File: config.mk
export PLATFORM = sky130hd
export DESIGN_NAME = pmem_arbiter_flat
export DESIGN_NICKNAME = d
export VERILOG_FILES = /design/src/rtl/pmem_arbiter_if.sv /design/src/rtl/pmem_arbiter.sv /design/src/flat_wrapper.sv
export SDC_FILE = /design/constraint.sdc
export NUM_CORES = 1
export LEC_CHECK = 0
export CAP_MARGIN = 5
export CORE_AREA = 2 2 218 220
export CTS_CLUSTER_SIZE = 16
export DETAILED_ROUTE_END_ITERATION = 7
export DIE_AREA = 0 0 220 222
export PLACE_DENSITY = 0.56
export SLEW_MARGIN = 20
export SYNTH_ARGS = -nofsm -noshare
export SYNTH_HDL_FRONTEND = slang
export SYNTH_SLANG_ARGS = --single-unit
File: constraint.sdc
create_clock -name clk -period 2.7 [get_ports clk]
set_input_delay 0.54 -clock clk [delete_from_list [all_inputs] [get_ports clk]]
set_output_delay 0.54 -clock clk [all_outputs]
set_load 0.02 [all_outputs]
File: src/rtl/pmem_arbiter_if.sv
// Requester and physical-memory bus bundle for pmem_arbiter.
// slave is the arbiter's view; master is the requester/memory side.
interface pmem_arbiter_if #(
    parameter int ADDR_W = 16,
    parameter int LINE_W = 128
);
    logic              l2_pmem_read;
    logic [ADDR_W-1:0] l2_pmem_raddress;
    logic [LINE_W-1:0] l2_pmem_rdata;
    logic              l2_pmem_resp;

    logic              ewb_pmem_write;
    logic [ADDR_W-1:0] ewb_pmem_address;
    logic [LINE_W-1:0] ewb_pmem_wdata;
    logic              ewb_pmem_resp;

    logic              pmem_read;
    logic              pmem_write;
    logic [ADDR_W-1:0] pmem_address;
    logic [LINE_W-1:0] pmem_wdata;
    logic [LINE_W-1:0] pmem_rdata;
    logic              pmem_resp;

    modport slave (
        input  l2_pmem_read, l2_pmem_raddress,
        input  ewb_pmem_write, ewb_pmem_address, ewb_pmem_wdata,
        input  pmem_rdata, pmem_resp,
        output l2_pmem_rdata, l2_pmem_resp, ewb_pmem_resp,
        output pmem_read, pmem_write, pmem_address, pmem_wdata
    );

    modport master (
        output l2_pmem_read, l2_pmem_raddress,
        output ewb_pmem_write, ewb_pmem_address, ewb_pmem_wdata,
        output pmem_rdata, pmem_resp,
        input  l2_pmem_rdata, l2_pmem_resp, ewb_pmem_resp,
        input  pmem_read, pmem_write, pmem_address, pmem_wdata
    );
endinterface

File: src/rtl/pmem_arbiter.sv
// Physical-memory port arbiter between the L2 fill path (reads) and the EWB (writes).
// Reads win by default; writes win on a same-line hazard or after STARVE_LIMIT read grants.
module pmem_arbiter #(
    parameter int ADDR_W       = 16,
    parameter int LINE_W       = 128,
    parameter int OFFSET_BITS  = 4,
    parameter int STARVE_LIMIT = 8
) (
    input logic           clk,
    input logic           reset,
    pmem_arbiter_if.slave bus
);
    localparam int CNT_W = $clog2(STARVE_LIMIT + 1);

    typedef enum logic [1:0] {IDLE, READ, WRITE} state_e;

    state_e            state_q, state_d;
    logic [CNT_W-1:0]  starve_cnt_q, starve_cnt_d;
    logic              pmem_read_q, pmem_read_d;
    logic              pmem_write_q, pmem_write_d;
    logic [ADDR_W-1:0] addr_q, addr_d;
    logic [LINE_W-1:0] wdata_q, wdata_d;
    logic              same_line;
    logic              starved;

    assign same_line = (bus.l2_pmem_raddress >> OFFSET_BITS) ==
                       (bus.ewb_pmem_address >> OFFSET_BITS);
    assign starved   = (starve_cnt_q == CNT_W'(STARVE_LIMIT));

    always_comb begin
        state_d      = state_q;
        starve_cnt_d = starve_cnt_q;
        addr_d       = addr_q;
        wdata_d      = wdata_q;
        case (state_q)
            IDLE: begin
                // A pending write must land before a read of the same line
                if (bus.ewb_pmem_write && (!bus.l2_pmem_read || same_line || starved)) begin
                    state_d      = WRITE;
                    addr_d       = bus.ewb_pmem_address;
                    wdata_d      = bus.ewb_pmem_wdata;
                    starve_cnt_d = '0;
                end else if (bus.l2_pmem_read) begin
                    state_d = READ;
                    addr_d  = bus.l2_pmem_raddress;
                    if (bus.ewb_pmem_write && !starved) begin
                        starve_cnt_d = starve_cnt_q + 1'b1;
                    end
                end
            end
            READ, WRITE: begin
                if (bus.pmem_resp) begin
                    state_d = IDLE;
                end
            end
            default: state_d = IDLE;
        endcase
        pmem_read_d  = (state_d == READ);
        pmem_write_d = (state_d == WRITE);
    end

    always_ff @(posedge clk) begin
        if (reset) begin
            state_q      <= IDLE;
            starve_cnt_q <= '0;
            pmem_read_q  <= 1'b0;
            pmem_write_q <= 1'b0;
            addr_q       <= '0;
            wdata_q      <= '0;
        end else begin
            state_q      <= state_d;
            starve_cnt_q <= starve_cnt_d;
            pmem_read_q  <= pmem_read_d;
            pmem_write_q <= pmem_write_d;
            addr_q       <= addr_d;
            wdata_q      <= wdata_d;
        end
    end

    assign bus.pmem_read     = pmem_read_q;
    assign bus.pmem_write    = pmem_write_q;
    assign bus.pmem_address  = addr_q;
    assign bus.pmem_wdata    = wdata_q;
    // Completion is routed in the same cycle; an aborting reset suppresses it
    assign bus.l2_pmem_resp  = bus.pmem_resp && (state_q == READ) && !reset;
    assign bus.ewb_pmem_resp = bus.pmem_resp && (state_q == WRITE) && !reset;
    assign bus.l2_pmem_rdata = bus.pmem_rdata;
endmodule
File: src/flat_wrapper.sv
// flat-port wrapper written by rule: the top's interface ports become plain ports
module pmem_arbiter_flat 
#(
    parameter int ADDR_W       = 16,
    parameter int LINE_W       = 128,
    parameter int OFFSET_BITS  = 4,
    parameter int STARVE_LIMIT = 8
)
  (clk, reset, bus_l2_pmem_read, bus_l2_pmem_raddress, bus_ewb_pmem_write, bus_ewb_pmem_address, bus_ewb_pmem_wdata, bus_pmem_rdata, bus_pmem_resp, bus_l2_pmem_rdata, bus_l2_pmem_resp, bus_ewb_pmem_resp, bus_pmem_read, bus_pmem_write, bus_pmem_address, bus_pmem_wdata);
  pmem_arbiter_if #(.ADDR_W(ADDR_W), .LINE_W(LINE_W)) bus_i ();
  input logic clk;
  input logic reset;
  input wire logic [$bits(bus_i.l2_pmem_read)-1:0] bus_l2_pmem_read;
  input wire logic [$bits(bus_i.l2_pmem_raddress)-1:0] bus_l2_pmem_raddress;
  input wire logic [$bits(bus_i.ewb_pmem_write)-1:0] bus_ewb_pmem_write;
  input wire logic [$bits(bus_i.ewb_pmem_address)-1:0] bus_ewb_pmem_address;
  input wire logic [$bits(bus_i.ewb_pmem_wdata)-1:0] bus_ewb_pmem_wdata;
  input wire logic [$bits(bus_i.pmem_rdata)-1:0] bus_pmem_rdata;
  input wire logic [$bits(bus_i.pmem_resp)-1:0] bus_pmem_resp;
  output wire logic [$bits(bus_i.l2_pmem_rdata)-1:0] bus_l2_pmem_rdata;
  output wire logic [$bits(bus_i.l2_pmem_resp)-1:0] bus_l2_pmem_resp;
  output wire logic [$bits(bus_i.ewb_pmem_resp)-1:0] bus_ewb_pmem_resp;
  output wire logic [$bits(bus_i.pmem_read)-1:0] bus_pmem_read;
  output wire logic [$bits(bus_i.pmem_write)-1:0] bus_pmem_write;
  output wire logic [$bits(bus_i.pmem_address)-1:0] bus_pmem_address;
  output wire logic [$bits(bus_i.pmem_wdata)-1:0] bus_pmem_wdata;
  assign bus_i.l2_pmem_read = bus_l2_pmem_read;
  assign bus_i.l2_pmem_raddress = bus_l2_pmem_raddress;
  assign bus_i.ewb_pmem_write = bus_ewb_pmem_write;
  assign bus_i.ewb_pmem_address = bus_ewb_pmem_address;
  assign bus_i.ewb_pmem_wdata = bus_ewb_pmem_wdata;
  assign bus_i.pmem_rdata = bus_pmem_rdata;
  assign bus_i.pmem_resp = bus_pmem_resp;
  assign bus_l2_pmem_rdata = bus_i.l2_pmem_rdata;
  assign bus_l2_pmem_resp = bus_i.l2_pmem_resp;
  assign bus_ewb_pmem_resp = bus_i.ewb_pmem_resp;
  assign bus_pmem_read = bus_i.pmem_read;
  assign bus_pmem_write = bus_i.pmem_write;
  assign bus_pmem_address = bus_i.pmem_address;
  assign bus_pmem_wdata = bus_i.pmem_wdata;
  pmem_arbiter #(.ADDR_W(ADDR_W), .LINE_W(LINE_W), .OFFSET_BITS(OFFSET_BITS), .STARVE_LIMIT(STARVE_LIMIT)) u_core (.clk(clk), .reset(reset), .bus(bus_i));
endmodule
==> impl_metrics.yaml <==
outcome:
  status: "completed"
worst_hold_path:
  hold_class: "input pin to register"
  hold_depth: 2
setup_path:
  path_depth: 9
  setup.worst_path.start_class: "input pin"
  endpoint: "u_core.bus.pmem_wdata[32]"
  crit_chain: "clkdlybuf4s50_1 -> xor2_1 -> nor4_2 -> a31oi_1 -> buf_4 -> nor2_4 -> buf_12 -> buf_12 -> mux2i_1"
  path_buf_inv: 4
  startpoint: "bus_ewb_pmem_address[15]"
  r2r_slack_ns: 0.62
  crit_family: "buffers and inverters"
  r2r-start: "u_core.starve_cnt_q[0]"
  critical_path_class: "input pin to register"
  crit_slowest_cell: "nor4_2"
  rr_worst_depth: 10
  required_ns: 3.09
  reg2reg_to: "u_core.bus.pmem_read"
  worst_setup_path_end_kind: "register"
  cpMostUsedCell: "buf_12"
  critical_path.max_stage_delay_ns: 0.52
  worstPathArrival_ns: 2.80
  critPathMaxFanout: 19
grt:
  grt_pass1_vias: 6007
  grtUsageMet2_pct: 16.5
  grt_usage_pct: 10.1
  grt_max_degree: 189
  top_usage_layer: "met2"
  antenna_found_initial: 3
  globalRouteMet3Util_pct: 5.05
  grt_first_pass_wirelength_mm: 36.1
  grt-ovfl-total: 0
  grt.met1_usage_pct: 10.1
floorplanning:
  ios: 569
  core_area_mm2: 0.0463
  rows: 79
  die_w_um: 220
  die_area_mm2: 0.0488
  initial_utilization_pct: 17.2
  die_h_um: 222
synth:
  syn_area_per_cell_um2: 9.67
  synth_xor_area_share_pct: 1.43
  synth_warnings: 0
  synth-simple-area-share_pct: 22.9
  ys_ff_latch: 152
  synth_top_cell_area_share_pct: 38.3
  syn_nets: 1120
  post-synth-top-area-cell: "dfxtp_1"
  yosysSeqAreaShare_pct: 38.3
  synth_compound_area_share_pct: 2.73
  synth_top_family_by_area: "simple AND/OR/NAND/NOR gates"
  yosysUniqueCellTypes: 32
  synth_mux_area_share_pct: 18.2
  netlist_instances: 821
  synth_area_leaders: "dfxtp_1 (38%), nand2b_1 (20%), mux2i_1 (18%), buf_4 (12%), clkbuf_1 (1.6%)"
  synthAdderAreaFrac_pct: 0.946
  synth_area_mm2: 0.00794
placement:
  dp_slack_ns: -0.223
  gp_congestion: 0.694
  dp_hpwl_mm: 18.8
  portBuffers: 312
clock_tree:
  numCtsBuffers: 17
  cts_num_sinks: 152
  post_cts_buffers: 0
  htree_levels: 4
  clk_latency_ns: 0.47
  hold_buffers: 0
  clk_path_buf_depth: 2
  clk_pin_slew_ns: 0.07
  clock_tree.root_cell: "clkbuf_16"
  cts_resized: 0
  cts_tree: "built"
sta:
  period_share_pct: 89.5
  hold_violations: 0
  fmax_ghz: 0.414
  period_needed_ns: 2.42
  maxSlewHeadroom_pct: 53.2
  worst_pin_slew_ns: 0.702
  slew_viol_final: 0
  fin_ws_ns: 0.285
  fin_skew_ns: 0.00642
  tns_ns: 0
  rsz0062_at_grt: "no"
  finalSetupViolCount: 0
detailed_routing:
  drtIter0Drc: 197
  first_pass_iters: 4
  routedWlPerCell_um: 15.3
  ant_nets: 0
  route.vias.total: 5933
  vias_per_cell: 3.66
  remaining_drc_errors: 0
  drt_wl_total_mm: 24.8
job:
  drv_cap: 0
finish:
  final_cell_mix: "clkdlybuf4s50_1 (311), nand2b_1 (258), dfxtp_1 (152)"
  layout_commonest_cell: "clkdlybuf4s50_1"
  area_delta_synth_final_pct: 44.7
  final_util_pct: 24.8
  diodes: 0
  fin_nets: 1298
  drive_above_1_share_pct: 6.13
pwr:
  powerDensity_mw_per_mm2: 529
  leakage_nw: 4.11
  vdd_drop_max_uv: 348
state kept, by name (all words and copies together), names as in the netlist:
name                     count
u_core.bus.pmem_address     16
u_core.bus.pmem_read         1
u_core.bus.pmem_wdata      128
u_core.bus.pmem_write        1
u_core.starve_cnt_q          4
u_core.state_q               2
how the worst min path moves through the flow:
stage / end / slack, ns / from
floorplan: u_core.starve_cnt_q[2] / 0.46 / u_core.starve_cnt_q[2]
global placement: u_core.bus.pmem_wdata[116] / 0.46 / u_core.bus.pmem_wdata[116]
detailed placement: u_core.bus.pmem_wdata[108] / 0.46 / u_core.bus.pmem_wdata[108]
CTS: u_core.starve_cnt_q[2] / 0.28 / reset
global route: u_core.starve_cnt_q[2] / 0.31 / reset
finish: u_core.starve_cnt_q[2] / 0.33 / reset
cell type report:
cell class	count	area [um2]
Inverter	4	15.0
Multi-Input combinational cell	488	3670
Clock inverter	14	116
Sequential cell	152	3040
Clock buffer	18	439
Timing Repair Buffer	336	3440
Fill cell	4969	34800
Tap cell	607	759
cell usage after synthesis, drive strengths merged:
cell type / count
ha: 6
a21oi: 4
xnor2: 1
nor3b: 1
o21ai: 1
nand3b: 1
nor2: 19
nor4: 3
nor4b: 1
a41oi: 1
dfxtp: 152
inv: 4
and3b: 2
o211a: 1
a211oi: 16
nor3: 2
a2bb2oi: 1
o21a: 3
xor2: 12
a21boi: 1
nand4: 2
nor2b: 1
clkbuf: 34
buf: 143
nand2b: 258
nand2: 5
mux2i: 144
a31oi: 1
nand3: 1
cell families (layout without fill, tap and decap cells):
family,after synthesis,in the layout
simple gates,296,296
buf+inv,181,372
flops,152,152
mux,144,144
compound gates,29,29
xor+xnor,13,13
fa+ha+maj,6,6
routing by layer:
layer / part of all wire [%] / vias to the layer above
met5: 0.16 / -
met4: 4.7 / 2
met3: 10 / 81
met2: 48 / 260
met1: 37 / 2696
li1: - / 2894
where the power goes:
| group | internal (mW) | switching, mW |
|---|---|---|
| Combinational | 0.714 | 0.566 |
| Sequential | 2.39 | 0.0778 |
| Clock | 1.22 | 1.11 |
| Total | 4.32 | 1.76 |
stage by stage:
step | hold slack, ns | total power, mW | area [um2] | cells
3_5_place_dp | 0.460 | 3.82 | 10900 | 1587
4_1_cts | 0.278 | 6.24 | 11500 | 1619
5_1_grt | 0.307 | 6.38 | 11500 | 1619
3_3_place_gp | 0.459 | 3.80 | 10900 | 1587
6_report | 0.325 | 6.07 | 11500 | 1619
2_1_floorplan | 0.461 | 3.40 | 7940 | 821
No activity file was read; power rests on OpenSTA's default activity.
